## config.mk

```make
export PLATFORM = sky130hd
export DESIGN_NAME = vga_timing_multi
export DESIGN_NICKNAME = d
export VERILOG_FILES = /design/src/rtl/vga_timing_pkg.sv /design/src/rtl/vga_axis_counter.sv /design/src/rtl/vga_timing_multi.sv
export SDC_FILE = /design/constraint.sdc
export NUM_CORES = 1
export LEC_CHECK = 0
export ABC_AREA = 0
export CORE_MARGIN = 2
export CORE_UTILIZATION = 50
export CTS_CLUSTER_DIAMETER = 100
export CTS_CLUSTER_SIZE = 12
export DETAILED_ROUTE_END_ITERATION = 6
export PLACE_DENSITY = 0.78
export REMOVE_ABC_BUFFERS = 1
export SLEW_MARGIN = 20
export SYNTH_ARGS = -nofsm -noshare
export SYNTH_HDL_FRONTEND = slang
export SYNTH_SLANG_ARGS = --single-unit
```

## constraint.sdc

```tcl
create_clock -name clk -period 2.8 [get_ports clk]
set_clock_uncertainty 0.05 [all_clocks]
set_input_delay 0.42 -clock clk [delete_from_list [all_inputs] [get_ports clk]]
set_output_delay 0.42 -clock clk [all_outputs]
set_load 0.02 [all_outputs]
```

## src/rtl/vga_timing_pkg.sv

```systemverilog
// vga_timing_pkg
//   Shared timing description for the multi-mode VGA timing generator.
//   mode_t   : one video mode (active size, porches, sync widths, polarities;
//              polarity 1 = sync asserted high, 0 = asserted low).
//   MODES    : the built-in mode table, indexed by mode number.
//   htotal/vtotal and the sync-boundary helpers derive the per-axis
//   thresholds from a mode_t so every user computes them the same way.
package vga_timing_pkg;

    typedef struct packed {
        logic [15:0] width;
        logic [15:0] hfront;
        logic [15:0] hsync;
        logic [15:0] hback;
        logic [15:0] height;
        logic [15:0] vfront;
        logic [15:0] vsync;
        logic [15:0] vback;
        logic        hpol;
        logic        vpol;
    } mode_t;

    localparam int MODE_COUNT = 2;

    // 720x480: HTOTAL 896, VTOTAL 499, negative hsync, positive vsync
    localparam mode_t MODE_720X480 = '{
        width: 16'd720, hfront: 16'd24, hsync: 16'd64, hback: 16'd88,
        height: 16'd480, vfront: 16'd3, vsync: 16'd10, vback: 16'd6,
        hpol: 1'b0, vpol: 1'b1
    };

    // 640x480: HTOTAL 800, VTOTAL 525, both syncs negative
    localparam mode_t MODE_640X480 = '{
        width: 16'd640, hfront: 16'd16, hsync: 16'd96, hback: 16'd48,
        height: 16'd480, vfront: 16'd10, vsync: 16'd2, vback: 16'd33,
        hpol: 1'b0, vpol: 1'b0
    };

    // Packed array: index 0 is the rightmost element of the concatenation
    localparam mode_t [MODE_COUNT-1:0] MODES = {MODE_640X480, MODE_720X480};

    function automatic int unsigned htotal(mode_t m);
        return 32'(m.width) + 32'(m.hfront) + 32'(m.hsync) + 32'(m.hback);
    endfunction

    function automatic int unsigned vtotal(mode_t m);
        return 32'(m.height) + 32'(m.vfront) + 32'(m.vsync) + 32'(m.vback);
    endfunction

    function automatic int unsigned h_sync_start(mode_t m);
        return 32'(m.width) + 32'(m.hfront);
    endfunction

    function automatic int unsigned h_sync_end(mode_t m);
        return 32'(m.width) + 32'(m.hfront) + 32'(m.hsync);
    endfunction

    function automatic int unsigned v_sync_start(mode_t m);
        return 32'(m.height) + 32'(m.vfront);
    endfunction

    function automatic int unsigned v_sync_end(mode_t m);
        return 32'(m.height) + 32'(m.vfront) + 32'(m.vsync);
    endfunction

endpackage

```

## src/rtl/vga_axis_counter.sv

```systemverilog
// vga_axis_counter
//   One raster axis: a counter that steps on inc and wraps after 'last',
//   plus decode of the active region and the sync region.
//   Ports:
//     clk, reset      : clock, synchronous active-high reset (count -> 0)
//     inc             : step enable for this axis
//     active_len      : active-region length (region is cnt < active_len)
//     sync_start/end  : sync region is sync_start <= cnt < sync_end
//     last            : final count before wrapping to 0 (total - 1)
//     cnt             : current count
//     at_last         : cnt == last
//     at_pre_sync     : cnt == sync_start - 1 (the count before sync begins)
//     in_active       : cnt inside the active region
//     in_sync         : cnt inside the sync region (raw, polarity not applied)
//   Bounds are W+1 bits wide so that an end equal to 2^W is representable.
module vga_axis_counter
#(
    parameter int W = 11
) (
    input  logic         clk,
    input  logic         reset,
    input  logic         inc,
    input  logic [W:0]   active_len,
    input  logic [W:0]   sync_start,
    input  logic [W:0]   sync_end,
    input  logic [W-1:0] last,
    output logic [W-1:0] cnt,
    output logic         at_last,
    output logic         at_pre_sync,
    output logic         in_active,
    output logic         in_sync
);

    localparam int WB = W + 1;

    logic [W:0] cnt_w;

    always_ff @(posedge clk) begin
        if (reset) begin
            cnt <= '0;
        end else if (inc) begin
            cnt <= at_last ? '0 : cnt + W'(1);
        end
    end

    assign cnt_w       = {1'b0, cnt};
    assign at_last     = (cnt == last);
    assign at_pre_sync = ((cnt_w + WB'(1)) == sync_start);
    assign in_active   = (cnt_w < active_len);
    assign in_sync     = (cnt_w >= sync_start) && (cnt_w < sync_end);

endmodule

```

## src/rtl/vga_timing_multi.sv

```systemverilog
// vga_timing_multi
//   Multi-mode VGA raster timing generator. x/y walk the raster at one pixel
//   per advance cycle; the active mode can only change at a frame boundary.
//   Optional feature macro: VGA_TIMING_FRAME_CNT_EN (frame counter register;
//   when undefined, frame_cnt is tied to 0).
//   Parameters: NUM_MODES, XW, YW, FRAME_W, MODE_TABLE (defaults to MODES).
//   Ports:
//     clk, reset        : clock, synchronous active-high reset
//     advance           : pixel-advance enable
//     mode_sel          : requested mode, sampled only on frame_start
//     x, y              : raster counters
//     hsync, vsync      : sync levels with the active mode's polarity
//     blank             : high outside the active area
//     hsync_pulse       : advance strobe one pixel before hsync asserts
//     vsync_pulse       : advance strobe at the end of the line before vsync
//     line_start        : advance strobe on the last pixel of a line
//     frame_start       : advance strobe on the last pixel of a frame
//     mode_active       : mode currently being generated
//     frame_cnt         : frame counter
module vga_timing_multi
    import vga_timing_pkg::*;
#(
    parameter int                    NUM_MODES  = 2,
    parameter int                    XW         = 11,
    parameter int                    YW         = 10,
    parameter int                    FRAME_W    = 8,
    parameter mode_t [NUM_MODES-1:0] MODE_TABLE = MODES
) (
    input  logic                         clk,
    input  logic                         reset,
    input  logic                         advance,
    input  logic [$clog2(NUM_MODES)-1:0] mode_sel,
    output logic [XW-1:0]                x,
    output logic [YW-1:0]                y,
    output logic                         hsync,
    output logic                         vsync,
    output logic                         blank,
    output logic                         hsync_pulse,
    output logic                         vsync_pulse,
    output logic                         line_start,
    output logic                         frame_start,
    output logic [$clog2(NUM_MODES)-1:0] mode_active,
    output logic [FRAME_W-1:0]           frame_cnt
);

    localparam int MW  = $clog2(NUM_MODES);
    localparam int MLW = MW + 1;
    localparam int XB  = XW + 1;
    localparam int YB  = YW + 1;
    localparam logic [MW:0] MODE_LIMIT = MLW'(NUM_MODES);

    // Reject tables whose totals cannot be represented by the counters
    if (NUM_MODES < 2) begin : g_num_modes_err
        $error("vga_timing_multi: NUM_MODES must be at least 2");
    end

    for (genvar m = 0; m < NUM_MODES; m++) begin : g_mode_chk
        if (htotal(MODE_TABLE[m]) > (2 ** XW)) begin : g_h_err
            $error("vga_timing_multi: HTOTAL of a mode exceeds 2**XW");
        end
        if (vtotal(MODE_TABLE[m]) > (2 ** YW)) begin : g_v_err
            $error("vga_timing_multi: VTOTAL of a mode exceeds 2**YW");
        end
    end

    logic [MW-1:0] mode_q;
    mode_t         cur;

    logic [XW:0]   h_len, h_sstart, h_send;
    logic [XW-1:0] h_last;
    logic [YW:0]   v_len, v_sstart, v_send;
    logic [YW-1:0] v_last;

    logic x_last, x_pre, x_act, x_sync;
    logic y_last, y_pre, y_act, y_sync;
    logic step;

    assign cur = MODE_TABLE[mode_q];

    assign h_len    = XB'(cur.width);
    assign h_sstart = XB'(h_sync_start(cur));
    assign h_send   = XB'(h_sync_end(cur));
    assign h_last   = XW'(htotal(cur) - 32'd1);

    assign v_len    = YB'(cur.height);
    assign v_sstart = YB'(v_sync_start(cur));
    assign v_send   = YB'(v_sync_end(cur));
    assign v_last   = YW'(vtotal(cur) - 32'd1);

    // Strobes are suppressed while reset is held so reset wins over advance
    assign step = advance && !reset;

    vga_axis_counter #(.W(XW)) u_x_axis (
        .clk         (clk),
        .reset       (reset),
        .inc         (advance),
        .active_len  (h_len),
        .sync_start  (h_sstart),
        .sync_end    (h_send),
        .last        (h_last),
        .cnt         (x),
        .at_last     (x_last),
        .at_pre_sync (x_pre),
        .in_active   (x_act),
        .in_sync     (x_sync)
    );

    vga_axis_counter #(.W(YW)) u_y_axis (
        .clk         (clk),
        .reset       (reset),
        .inc         (advance && x_last),
        .active_len  (v_len),
        .sync_start  (v_sstart),
        .sync_end    (v_send),
        .last        (v_last),
        .cnt         (y),
        .at_last     (y_last),
        .at_pre_sync (y_pre),
        .in_active   (y_act),
        .in_sync     (y_sync)
    );

    assign line_start  = step && x_last;
    assign frame_start = line_start && y_last;
    assign hsync_pulse = step && x_pre;
    assign vsync_pulse = line_start && y_pre;

    assign hsync = cur.hpol ? x_sync : ~x_sync;
    assign vsync = cur.vpol ? y_sync : ~y_sync;
    assign blank = ~(x_act && y_act);

    // The counters wrap to 0 on the same edge, so pixel (0,0) of the next
    // frame is already generated with the newly selected mode.
    always_ff @(posedge clk) begin
        if (reset) begin
            mode_q <= '0;
        end else if (frame_start && ({1'b0, mode_sel} < MODE_LIMIT)) begin
            mode_q <= mode_sel;
        end
    end

    assign mode_active = mode_q;

`ifdef VGA_TIMING_FRAME_CNT_EN
    logic [FRAME_W-1:0] frame_q;

    always_ff @(posedge clk) begin
        if (reset) begin
            frame_q <= '0;
        end else if (frame_start) begin
            frame_q <= frame_q + FRAME_W'(1);
        end
    end

    assign frame_cnt = frame_q;
`else
    assign frame_cnt = '0;
`endif

endmodule

```

# After elaboration in Yosys (flattened, before gate mapping)
# Cells that the tools add are included.
# totals
mem_bits_rw	0
romBits	0
out_inout_bits	37
inputBits	4
ff_bits	22
latchBits	0
memories	0
# op_classes
multipliers	0
eq_ne	4
n_div	0
n_bitwise	3
mux	6
shifts	0
n_addsub	12
n_lt_le_gt_ge	7
reduce_logical	10
# ops
op	n
126-bit two-way mux	1
121-bit two-way mux	1
11-bit adder	3
12-bit adder	2
11-bit by 12-bit less-than comparator with 1-bit output	2
11-bit equality test	2
10-bit by 11-bit less-than comparator with 1-bit output	2
11-bit by 1-bit adder with 12-bit output, second input constant	1
12-bit equality test	1
11-bit by 12-bit >= comparator with 1-bit output	1
10-bit by 1-bit adder with 11-bit output, second input constant	1
11-bit by 1-bit adder with 11-bit output, second input constant	1
10-bit by 11-bit >= comparator with 1-bit output	1
11-bit two-way mux	1
11-bit by 1-bit subtractor with 11-bit output, second input constant	1
10-bit by 1-bit adder with 10-bit output, second input constant	1
10-bit adder	1
10-bit equality test	1
10-bit two-way mux	1
10-bit by 1-bit subtractor with 10-bit output, second input constant	1
1-bit logical AND	9
1-bit inverter	3
1-bit by 2-bit less-than comparator with 1-bit output, second input constant	1
1-bit two-way mux	2
1-bit zero test	1

# Logic depth before layout (Yosys ltp)
# Gate-level depths: netlist (run 1).
# logic_depth
depth_word	9
ltp_mapped	9
depth_no_buf	7

# Hierarchy
# From an unflattened synthesis (run 1), not the netlist that was laid out.
# hier_totals
cells_unflattened	490
hier_area_um2	3751.1
# by_module_without_submodules
module	instances	area_per_inst_um2	seq_area_each_um2	cells_each
vga_axis_counter (u_x_axis)	1	1858.0	220.2	243
vga_axis_counter (u_y_axis)	1	1715.4	200.2	222
vga_timing_multi	1	177.7	20.0	25

# Least setup slack after synthesis (run 1)
# OpenSTA, ideal clock, no wires.
# synth_path
path_kind	register to output
start	register mode_q, in the netlist mode_active
end	output port frame_start
setup_slack_ns	-0.105
required_ns	2.330
arrival_ns	2.435
path_stages_with_launch	8
cell_sequence	dfxtp_1 clkbuf_1 inv_1 ha_1 and4bb_1 nand4_1 clkbuf_1 nor3_1
# synth_via
elab_chain_cells	9
word_cells_on_any_way	14
# synth_rtl
element	line	text
from (decl)	vga_timing_multi.sv:66	logic [MW-1:0] mode_q;
from (signal assigned)	vga_timing_multi.sv:138	mode_q <= mode_sel;
121-bit two-way mux (implied by the code) *	vga_timing_multi.sv:78	assign cur = MODE_TABLE[mode_q];
126-bit two-way mux (implied by the code) *	vga_timing_multi.sv:78	
12-bit adder (2 in a row)	vga_timing_pkg.sv:43	return 32'(m.width) + 32'(m.hfront) + 32'(m.hsync) + 32'(m.hback);
11-bit adder	vga_timing_pkg.sv:43	
11-bit by 1-bit subtractor with 11-bit output	vga_timing_multi.sv:83	assign h_last = XW'(htotal(cur) - 32'd1);
11-bit equality test	vga_axis_counter.sv:47	assign at_last = (cnt == last);
1-bit logical AND	vga_timing_multi.sv:123	assign line_start = step && x_last;
1-bit logical AND *	vga_timing_multi.sv:124	assign frame_start = line_start && y_last;
to (decl)	vga_timing_multi.sv:41	output logic frame_start,
# Mark *: on every way between the ends. The rest lies on a longest branch, timed or not. The select of a mux whose other input is x is not followed.

# Final worst setup path (run 1)
# Ends and elaborated chain as after synthesis.

==> out/results.txt, run 1 <==
After global routing, the most crowded layer is met2. Detailed placement finished with a half-perimeter wire length of 3.764 mm. For met3 alone, demand over resource in global routing was 2.740%.

The number of nets in the final layout came out at 308. The logs give 22 for the row count and 25.17% for the global router's overall resource usage. The antenna diode instance count was 0; the highest achievable clock rate was 366.1 MHz. The floorplan step defined a die boundary enclosing 4246 µm². The tool flagged a number of max-cap violations equal to 0. TritonCTS built the clock tree.

In this run the horizontal extent of the chip is 65.17 µm. The mean area per synthesized cell came out at 7.730 µm². Using the TritonRoute via totals, the vias-per-cell ratio works out to 5.849. Entering global routing, the biggest net connects 16 pins. Cell count after placement: 334. The share of the clock period used by the worst path is 97.55%. The tools report the sink count of the clock tree as 22. Once the clock tree was built, the setup fixing pass inserted 0 buffers.

Worst hold path class: reg2reg. The run gives 0.8890 as the routability congestion estimate. The global-route track usage on met1 is 37.57%. The clock edge transition at the registers on the reported setup and hold paths is 0.09 ns, and the final-report max-slew violation count is 0.

The number of global-route vias before repair is 1807, and the placeable core region is 3633 µm². The final critical delay including setup and external delays was 2.731 ns. The logs give 0.27 ns for the clock latency at the later pin of the worst-skew pair and 0 for the hold buffer count at cts. The DRC violation total after the first TritonRoute iteration was 148; the share of cells above drive strength 1 was 15.86%. The run gives 8.556 mm as the wire length of the first global-routing pass.

In this run the deepest clock path goes through 2 buffers. The critical path goes through inv_1 > ha_1 > and4bb_1 > nand4_1 > buf_4 > nor3_1 > dlygate4sd2_1. Sequential elements use 23.55% of the synthesized area. The routed layout has 1977 vias.

The tools report the buffer cell driving the clock tree root as sky130_fd_sc_hd__clkbuf_8. The design draws 730.8 µW. Data on the critical path is required at its endpoint by 2.33 ns. Relative to the synthesized area, the layout overhead comes to 30.17%.

The H-tree depth reported by CTS is 1. The total congestion overflow after global routing was 0. The run finished with clean final reports. The library cells used most frequently in the layout, excluding fill and tap cells, are sky130_fd_sc_hd__buf_4 (33), sky130_fd_sc_hd__clkdlybuf4s50_1 (26), sky130_fd_sc_hd__dfxtp_1 (22).

Excluding fillers, the count of instances in the completed layout stands at 338. The worst setup path is launched from a flip-flop. The ratio of total power to cell area is 300.2 nW/µm², and the count of state elements after synthesis is 22.

The leakage power is 0.0009358 µW, and the count of input and output buffers is 32. After detailed routing, the number of remaining DRC violations is 0. The launching point of the worst reg2reg path was mode_active. The tools report the number of cells produced by synthesis as 242.

Setup repair after global routing left no endpoint under its margin. The tools report the maximum vdd ir drop as 0.1795 mV. From bottom edge to top edge, the die measures 65.17 µm. Once the floorplan was initialized, standard cells occupied 51.48% of the core. The worst setup path is of the reg2out kind. The remaining antenna violation count after routing is 0. The worst min-delay path startpoint was u_y_axis.cnt[3]. The critical path's top delay family is buffers and inverters.

The largest individual stage delay along the critical path comes from the cell sky130_fd_sc_hd__dfxtp_1. For this run, global-route usage on met2 was measured as 37.88%. The logs give 0 for the number of hold-slack violations in the final timing report and 0 for the number of antenna violations at the first check in global routing. The tools report the endpoint kind of the worst setup timing path as an output pin.

The first TritonRoute pass finished after 5 iterations. Data on the critical path arrives at its endpoint at 2.26 ns. Wires add up to 5.102 mm. The count of unique library cells instantiated by Yosys is 47. The combined area of all synthesized cells is 1871 µm², and the final routed wire length divided by cell count is 15.09 µm. For this run, the slowest stage of the critical path takes 0.39 ns. The number of primary I/O pins came out at 41. The most critical setup path has its startpoint at mode_active. The most common cell after layout, fill and taps aside is sky130_fd_sc_hd__buf_4.

Counting the buffers created by CTS gives 3. Setup violations remaining at the end of the flow were counted as 0. Number of warning messages in the yosys log: 0. Counting both buffers and inverters, the worst setup path holds a total of 3.

Along the worst path, the maximum fanout reaches 13.
## sequential cells by signal, indices dropped and copies added, names as in the netlist
register / count
u_y_axis.cnt: 10
mode_active: 1
u_x_axis.cnt: 11
## tightest hold or removal path: cells and delay by family, from the launching register on
| family | cells | cell delay, ns |
|---|---|---|
| AO/OA/AOI/OAI | 1 | 0.05 |
| AND/OR/NAND/NOR | 1 | 0.07 |
| flip-flops | 1 | 0.35 |
## per-layer routing
metal | wire length (µm) | vias up
li1 | - | 963
met1 | 2434 | 926
met2 | 2263 | 82
met3 | 344 | 6
met4 | 59 | 0
met5 | 0 | -
## logic make-up (layout without fill, tap and decap cells)
group	after synthesis	after routing	share of synthesized area (%)
adder cells (fa/ha/maj)	13	13	8.696
multiplexers	1	1	0.5351
AND/OR/NAND/NOR	102	102	32.31
XOR/XNOR	15	15	7.023
buffers and inverters	34	75	9.431
other	1	8	0.2005
AO/OA/AOI/OAI	54	54	18.26
flip-flops	22	22	23.55
## per-stage QoR
step | hold slack [ns] | cell area, µm² | setup WS (ns) | utilization, % | setup TNS [ns]
floorplan | 0.4391 | 1743 | -0.1353 | - | -0.2169
global placement | 0.4434 | 2371 | -0.007188 | 65.25 | -0.007188
detailed placement | 0.4493 | 2371 | -0.02884 | 65.25 | -0.02884
CTS | 0.4635 | 2440 | 0.03692 | 67.15 | 0
global route | 0.5013 | 2435 | 0.004609 | 67.01 | 0
finish | 0.4692 | 2435 | 0.06867 | 67.01 | 0
## synth_stat cells (all sizes together)
cell type,instances,share of area (%)
a211oi,2,1.1
a21boi,1,0.40
a21oi,17,4.5
a311oi,4,1.9
a31oi,9,3.0
a32o,1,0.54
a41oi,1,0.47
and2,3,1.0
and3,8,2.7
and4,5,2.3
and4bb,1,0.67
buf,16,5.8
clkbuf,12,2.4
conb,1,0.20
dfxtp,22,24
ha,13,8.7
inv,6,1.2
mux2i,1,0.54
nand2,17,3.4
nand2b,4,1.3
nand3,14,3.7
nand3b,3,1.2
nand4,6,2.0
nand4b,3,1.4
nand4bb,1,0.60
nor2,13,2.6
nor2b,6,2.0
nor3,10,2.7
nor4,2,1.5
nor4bb,2,1.1
o2111ai,2,0.94
o21a,2,0.80
o21ai,13,3.7
o21bai,1,0.40
o311a,1,0.54
or2,1,0.33
or4,2,1.0
or4b,1,0.74
xnor2,10,4.7
xor2,5,2.3
## report_power, final
| group | leakage [µW] | switching [µW] | internal (µW) | total, µW |
|---|---|---|---|---|
| Clock | 0.0000357 | 118 | 191 | 309 |
| Combinational | 0.000722 | 51.9 | 40.6 | 92.5 |
| Sequential | 0.000178 | 10.6 | 319 | 330 |
## final timing paths
path / to / slack [ns] / cells after the start
setup / recovery: frame_start / 0.07 / 7
hold / removal: u_y_axis.cnt[3] / 0.47 / 2
setup reg to reg: u_y_axis.cnt[8] / 0.54 / 7
hold reg to reg: u_y_axis.cnt[3] / 0.47 / 2
## layout make-up
class                      count  area [µm²]
multi-input combinational    193        1285
fill                         304        1199
timing repair buffer          65       555.5
sequential                    22       440.4
tap                           48       60.06
clock buffer                   3       41.29
clock inverter                 1       30.03
inverter                       6       22.52
## timing repair
item	in CTS	in global routing
endpoints found under the setup margin	6	4
gates resized for setup	7	6
pin swaps	0	2
Note: power is estimated with default switching activity, not from simulation.
==> run 2, diff against run 1 <==
Settings changed: SETUP_SLACK_MARGIN from default to 0.2.
==> out/results.txt, run 2 (synthesized netlist as in run 1, its figures left out) <==
For the count of maximum capacitance violations, the log shows 0 (unchanged). Final critical delay including setup and external delays: 2.557 ns (was 2.731 ns). The startpoint type of the worst setup path is a flip-flop (unchanged). The global router's overall resource usage is 25.54% (was 25.17%), and the proportion of total power due to net switching is 24.68% (was 24.64%). Part of the power in the clock network: 42.0% (was 42.2%).

Total congestion overflow after global routing: 0 (unchanged). The total die area came out at 4246 µm² (unchanged). Hold buffer count at cts: 0 (unchanged). The tools report the start point of the critical path as u_y_axis.cnt[0] (was mode_active).

The via-per-instance ratio is 6.026 (was 5.849), and the height of the die is 65.17 µm (unchanged). The number of hold-slack violations in the final timing report is 0 (unchanged), and the share of cells above drive strength 1 is 21.43% (was 15.86%). The number of nets in the final layout is 312 (was 308). The logs give 0 (unchanged) for the remaining design rule violation count and 16 (unchanged) for the largest net degree at the start of global routing. The die boundary width was 65.17 µm (unchanged).

The run gives 22 (unchanged) as the row count. The peak per-stage delay on the critical path was 0.41 ns (was 0.39 ns); the placeable core region was 3633 µm² (unchanged). The tools report the clock latency at the later pin of the worst-skew pair as 0.27 ns (about the same). The clock edge transition at the registers on the reported setup and hold paths is 0.09 ns (about the same). The remaining antenna violation count after routing is 0 (unchanged). The filler cell count in the final layout is 295 (was 304).

For the relative contribution of sequential cells to total power, the log shows 45.1% (about the same). The tools report the number of antenna violations at the first check in global routing as 0 (unchanged). The share of the clock period used by the worst path was 91.33% (was 97.55%).

Cells traversed along the worst timing path: ha_1 > and4_1 > nand2_1 > xor2_1 > nor3_2 > o311a_1 > clkdlybuf4s15_2 (was inv_1 > ha_1 > and4bb_1 > nand4_1 > buf_4 > nor3_1 > dlygate4sd2_1). The run gives 2.33 ns (about the same) as the required time reported for the critical path endpoint. Setup repair after global routing could not meet its margin everywhere.

The relative area change from synthesis to final layout works out to 35.52% (was 30.17%). The number of global-route vias before repair is 1824 (was 1807), and the initial cell density of the core is 51.48% (unchanged). Slowest cell on the critical path: sky130_fd_sc_hd__dfxtp_1 (unchanged).

For the number of detailed-route iterations in the first pass, the log shows 5 (unchanged). Critical path start-end classification: reg2out (unchanged). Endpoint of the most critical register-to-register path: u_y_axis.cnt[8] (unchanged). The critical path data arrival time is 2.09 ns (was 2.26 ns), and the sequential cell area is 449.2 µm² (was 440.4 µm²). The final HPWL from detailed placement was 3.764 mm (unchanged); the sink count of the clock tree was 22 (unchanged). Worst-case clock buffer depth: 2 (unchanged).

Most frequent cells in the layout: sky130_fd_sc_hd__buf_4 (38), sky130_fd_sc_hd__clkdlybuf4s50_1 (25), sky130_fd_sc_hd__dfxtp_1 (19) (was sky130_fd_sc_hd__buf_4 (33), sky130_fd_sc_hd__clkdlybuf4s50_1 (26), sky130_fd_sc_hd__dfxtp_1 (22)). The tools report the endpoint kind of the worst setup timing path as an output pin (unchanged). Most common cell after layout, fill and taps aside: sky130_fd_sc_hd__buf_4 (unchanged). The tools report the highest achievable clock rate as 391.0 MHz (was 366.1 MHz). The tools report the buffer cell driving the clock tree root as sky130_fd_sc_hd__clkbuf_8 (unchanged). Number of endpoints failing setup at the final stage: 0 (unchanged). For the total routed wirelength, the log shows 5.486 mm (was 5.102 mm). The final routed wire length divided by cell count came out at 16.04 µm (was 15.09 µm). The fraction of power consumed by combinational cells was 12.9% (was 12.7%); the post-placement setup slack was -0.02884 ns (unchanged).

TritonCTS built the clock tree. The switching power summed over all nets came out at 180.4 µW (was 180.1 µW). The run gives 731.1 µW (was 730.8 µW) as the total design power. The routability congestion estimate was 0.8890 (unchanged); the via count was 2061 (was 1977). The leakage power was 0.0009646 µW (was 0.0009358 µW). The H-tree depth reported by CTS was 1 (unchanged).

The tools report the launching point of the worst reg2reg path as mode_active (unchanged). The largest register by flop count is u_x_axis.cnt (unchanged). The least setup slack across all paths after layout is 0.2426 ns (was 0.06867 ns), and the final-report max-slew violation count is 0 (unchanged). The slack of the worst reg-to-reg path is 0.58 ns (was 0.54 ns). End point of the critical path: vsync_pulse (was frame_start). The largest fanout of any net on the critical path works out to 5 (was 13). The number of primary I/O pins is 41 (unchanged). The antenna diode instance count was 0 (unchanged). The run finished with clean final reports. Ratio of total power to cell area: 288.4 nW/µm² (was 300.2 nW/µm²).

The cell-internal power was 550.7 µW (was 550.8 µW); the area of the multi-input gates was 1350 µm² (was 1285 µm²). Worst hold path class: reg2reg (unchanged). The number of flip-flops in the largest register works out to 11 (unchanged). The count of input and output buffers is 32 (unchanged).

Cell count of the worst reg-to-reg path: 8 (was 7). The tools report the TritonCTS buffer count as 3 (unchanged). The DRC violation total after the first TritonRoute iteration was 207 (was 148); the maximum vdd ir drop was 0.1686 mV (was 0.1795 mV). The run gives 8.666 mm (was 8.556 mm) as the wire length of the first global-routing pass.
==> run 2: worst min path at each step <==
stage	cells past startpoint	from	slack, ns	to
CTS	2	u_y_axis.cnt[3]	0.46	u_y_axis.cnt[3]
finish	2	u_y_axis.cnt[3]	0.47	u_y_axis.cnt[3]
floorplan	1	reset	0.44	mode_active
global placement	2	u_y_axis.cnt[3]	0.44	u_y_axis.cnt[3]
detailed placement	2	u_y_axis.cnt[3]	0.45	u_y_axis.cnt[3]
global route	2	u_y_axis.cnt[3]	0.50	u_y_axis.cnt[3]
==> run 2: cell type report <==
cell class	count	share of cell area, %
sequential	22	17.72
tap	48	2.369
clock inverter	1	1.185
inverter	6	0.8885
clock buffer	3	1.629
multi-input combinational	193	53.26
timing repair buffer	69	22.95
==> run 2: layer usage <==
layer	GRT usage [%]	wire length (µm)	vias up
met4	8.333	65	0
li1	-	-	974
met5	0	0	-
met1	38.03	2534	979
met2	38.52	2451	100
met3	2.568	435	8
==> run 2: metrics by stage <==
| step | std cells | setup TNS, ns | cell area, µm² | hold slack [ns] | utilization [%] |
|---|---|---|---|---|---|
| 3_5_place_dp | 334 | -0.02884 | 2371 | 0.4493 | 65.25 |
| 2_1_floorplan | 221 | -0.2169 | 1743 | 0.4391 | - |
| 4_1_cts | 338 | 0 | 2442 | 0.4635 | 67.22 |
| 3_3_place_gp | 334 | -0.007188 | 2371 | 0.4434 | 65.25 |
| 5_1_grt | 342 | 0 | 2535 | 0.5006 | 69.77 |
| 6_report | 342 | 0 | 2535 | 0.4656 | 69.77 |
==> run 2: power by group through the flow <==
stage	Sequential [µW]	Combinational (µW)	Clock (µW)
after global routing	331	102	318
final	330	94.1	307
after floorplan	348	34.2	0
after detailed placement	336	91.1	0
after CTS	329	91.7	310
after global placement	336	89.8	0
==> run 2: timing repair <==
action                                  CTS  global route
endpoints found under the setup margin    7             6
pin swaps                                 1             9
resized for setup                        25            18
buffers inserted                          0             4
==> run 2: worst max-delay path: cells and delay by family (launching register included) <==
kind,cells,cell delay (ns)
buffers and inverters,1,0.25
and+or+nand+nor,3,0.60
adders and majority gates,1,0.21
xor gates and xnor gates,1,0.15
DFF,1,0.41
AOI/OAI and AO/OA,1,0.20
==> run 3, diff against run 2 <==
Settings changed: CORE_UTILIZATION 50 to 46, PLACE_DENSITY 0.78 to 0.76.
Clock period 2.8 ns to 2.3 ns, I/O delays scaled along.
==> out/results.txt, run 3 (synthesized netlist as in run 1, its figures left out) <==
The final reports fail on setup timing. The critical path start-end classification is reg2out (unchanged). The worst-case clock buffer depth was 2 (unchanged).

The number of hold-slack violations in the final timing report was 0 (unchanged); the via-per-instance ratio was 5.898 (was 6.026). The number of antenna violations at the first check in global routing came out at 0 (unchanged). The endpoint kind of the worst setup timing path is an output pin (unchanged).

The worst hold path class was reg2reg (unchanged). For the total routed wirelength, the log shows 6.685 mm (was 5.486 mm). The most common cell after layout, fill and taps aside was sky130_fd_sc_hd__buf_4 (unchanged). The leakage power is 0.001188 µW (was 0.0009646 µW), and the count of maximum capacitance violations is 0 (unchanged). TritonCTS built the clock tree. For the largest net degree at the start of global routing, the log shows 16 (unchanged). The largest fanout of any net on the critical path is 4 (was 5), and the required time reported for the critical path endpoint is 1.90 ns (was 2.33 ns). The critical path data arrival time is 2.02 ns (was 2.09 ns), and the count of input and output buffers is 32 (unchanged). The run finished, with violations left. The run gives 1 (unchanged) as the H-tree depth reported by CTS.

For the total die area, the log shows 4593 µm² (was 4246 µm²). For the antenna diode instance count, the log shows 0 (unchanged). The logs give 9.777 mm (was 8.666 mm) for the wire length of the first global-routing pass and 3943 µm² (was 3633 µm²) for the placeable core region.

The run gives 23 (was 22) as the row count. Setup repair after global routing could not meet its margin everywhere. The cell count after placement was 365 (was 334); the final non-filler cell total was 383 (was 342). The final-report max-slew violation count was 0 (unchanged); the least setup slack across all paths after layout was -0.1117 ns (was 0.2426 ns). The ratio of total power to cell area was 283.5 nW/µm² (was 288.4 nW/µm²); the clock latency at the later pin of the worst-skew pair was 0.28 ns (was 0.27 ns).

The die boundary width was 67.77 µm (was 65.17 µm). Number of global-route vias before repair: 2014 (was 1824). The initial cell density of the core came out at 47.45% (was 51.48%). The highest achievable clock rate was 414.6 MHz. The final routed wire length divided by cell count was 17.45 µm (was 16.04 µm); the number of detailed-route iterations in the first pass was 5 (unchanged). Buffer cell driving the clock tree root: sky130_fd_sc_hd__clkbuf_8 (unchanged). The slack of the worst reg-to-reg path is 0.22 ns (was 0.58 ns), and the number of flip-flops in the largest register is 11 (unchanged). The run gives 0 (unchanged) as the remaining antenna violation count after routing. For the TritonCTS buffer count, the log shows 3 (unchanged). For the number of nets in the final layout, the log shows 351 (was 312). The relative area change from synthesis to final layout came out at 59.67% (was 35.52%). The final HPWL from detailed placement is 4.204 mm (was 3.764 mm), and the global router's overall resource usage is 28.39% (was 25.54%). The clock edge transition at the registers on the reported setup and hold paths was 0.09 ns (about the same); the share of the clock period used by the worst path was 104.9%. The number of primary I/O pins was 41 (unchanged); the share of cells above drive strength 1 was 38.74% (was 21.43%).

Maximum vdd ir drop: 0.4221 mV (was 0.1686 mV). For the remaining design rule violation count, the log shows 0 (unchanged). The tools report the routability congestion estimate as 0.9279 (was 0.8890).

The number of endpoints failing setup at the final stage came out at 3 (was 0). Startpoint type of the worst setup path: a flip-flop (unchanged). The height of the die was 67.77 µm (was 65.17 µm); the final critical delay including setup and external delays was 2.412 ns.

Most frequent cells in the layout: sky130_fd_sc_hd__buf_4 (73), sky130_fd_sc_hd__clkdlybuf4s50_1 (25), sky130_fd_sc_hd__nand2_1 (17) (was sky130_fd_sc_hd__buf_4 (38), sky130_fd_sc_hd__clkdlybuf4s50_1 (25), sky130_fd_sc_hd__dfxtp_1 (19)). The worst min-delay path startpoint was u_y_axis.cnt[7] (was u_y_axis.cnt[3]). Launching point of the worst reg2reg path: mode_active (unchanged). The tools report the total congestion overflow after global routing as 0 (unchanged).

The via count was 2259 (was 2061); the sink count of the clock tree was 22 (unchanged). DRC violation total after the first TritonRoute iteration: 276 (was 207). Largest register by flop count: u_x_axis.cnt (unchanged). For the post-placement setup slack, the log shows -0.4104 ns (was -0.02884 ns).

The tools report the start point of the critical path as u_x_axis.cnt[1] (was u_y_axis.cnt[0]).
run 3: report_power, final:
group	leakage [µW]	switching, µW	total [µW]	internal [µW]
Combinational	0.000976	78.6	147	68.2
Sequential	0.000183	13.2	400	387
Clock	0.0000288	146	300	154
Total	0.00119	238	847	609
run 3: metrics by stage:
stage                     util [%]  TNS [ns]  power, µW  hold slack, ns  cell area (µm²)
after floorplan                  -    -2.916      464.8          0.3641             1743
after global placement       65.73    -1.588      537.3          0.4650             2591
after detailed placement     65.73    -1.715      540.2          0.4826             2591
after CTS                    71.88   -0.2283      834.8          0.4958             2834
after global routing         75.75   -0.6856      873.2          0.5009             2987
final                        75.75   -0.2742      846.8          0.5038             2987
run 3: layer usage:
layer | vias to the layer above | routed length, µm | track usage, % | part of all wire [%]
met1 | 1081 | 2747 | 37.05 | 41
met3 | 15 | 436 | 5.167 | 6.5
met2 | 112 | 3408 | 49.14 | 51
met4 | 0 | 93 | 5.000 | 1.4
li1 | 1051 | - | - | -
met5 | - | 0 | 0 | 0
run 3: what timing repair did:
action | in CTS | in global routing
pin swaps | 16 | 24
buffers inserted | 7 | 7
hold endpoints to repair | 0 | 0
resized for setup | 72 | 22
endpoints found under the setup margin | 9 | 14
hold buffers | 0 | 0
run 3: layout make-up:
cell class | instances | area [µm²]
well taps | 50 | 62.56
fillers | 249 | 955.9
inverters | 6 | 22.52
multi-input cells | 193 | 1468
flip-flops and latches | 22 | 459.2
clock buffers | 4 | 55.05
repair buffers | 108 | 919.6
run 3: final timing paths:
check               endpoint  cells past startpoint
max              hsync_pulse                      6
min          u_y_axis.cnt[7]                      1
max reg2reg  u_y_axis.cnt[1]                     10
min reg2reg  u_y_axis.cnt[7]                      1
run 3: critical path, stage by stage, from the launching register on:
cell	delay, ns
sky130_fd_sc_hd__dfxtp_4	0.39
sky130_fd_sc_hd__and4_4	0.24
sky130_fd_sc_hd__and2_4	0.15
sky130_fd_sc_hd__xnor2_1	0.08
sky130_fd_sc_hd__or4_4	0.51
sky130_fd_sc_hd__a211oi_2	0.19
sky130_fd_sc_hd__buf_4	0.17
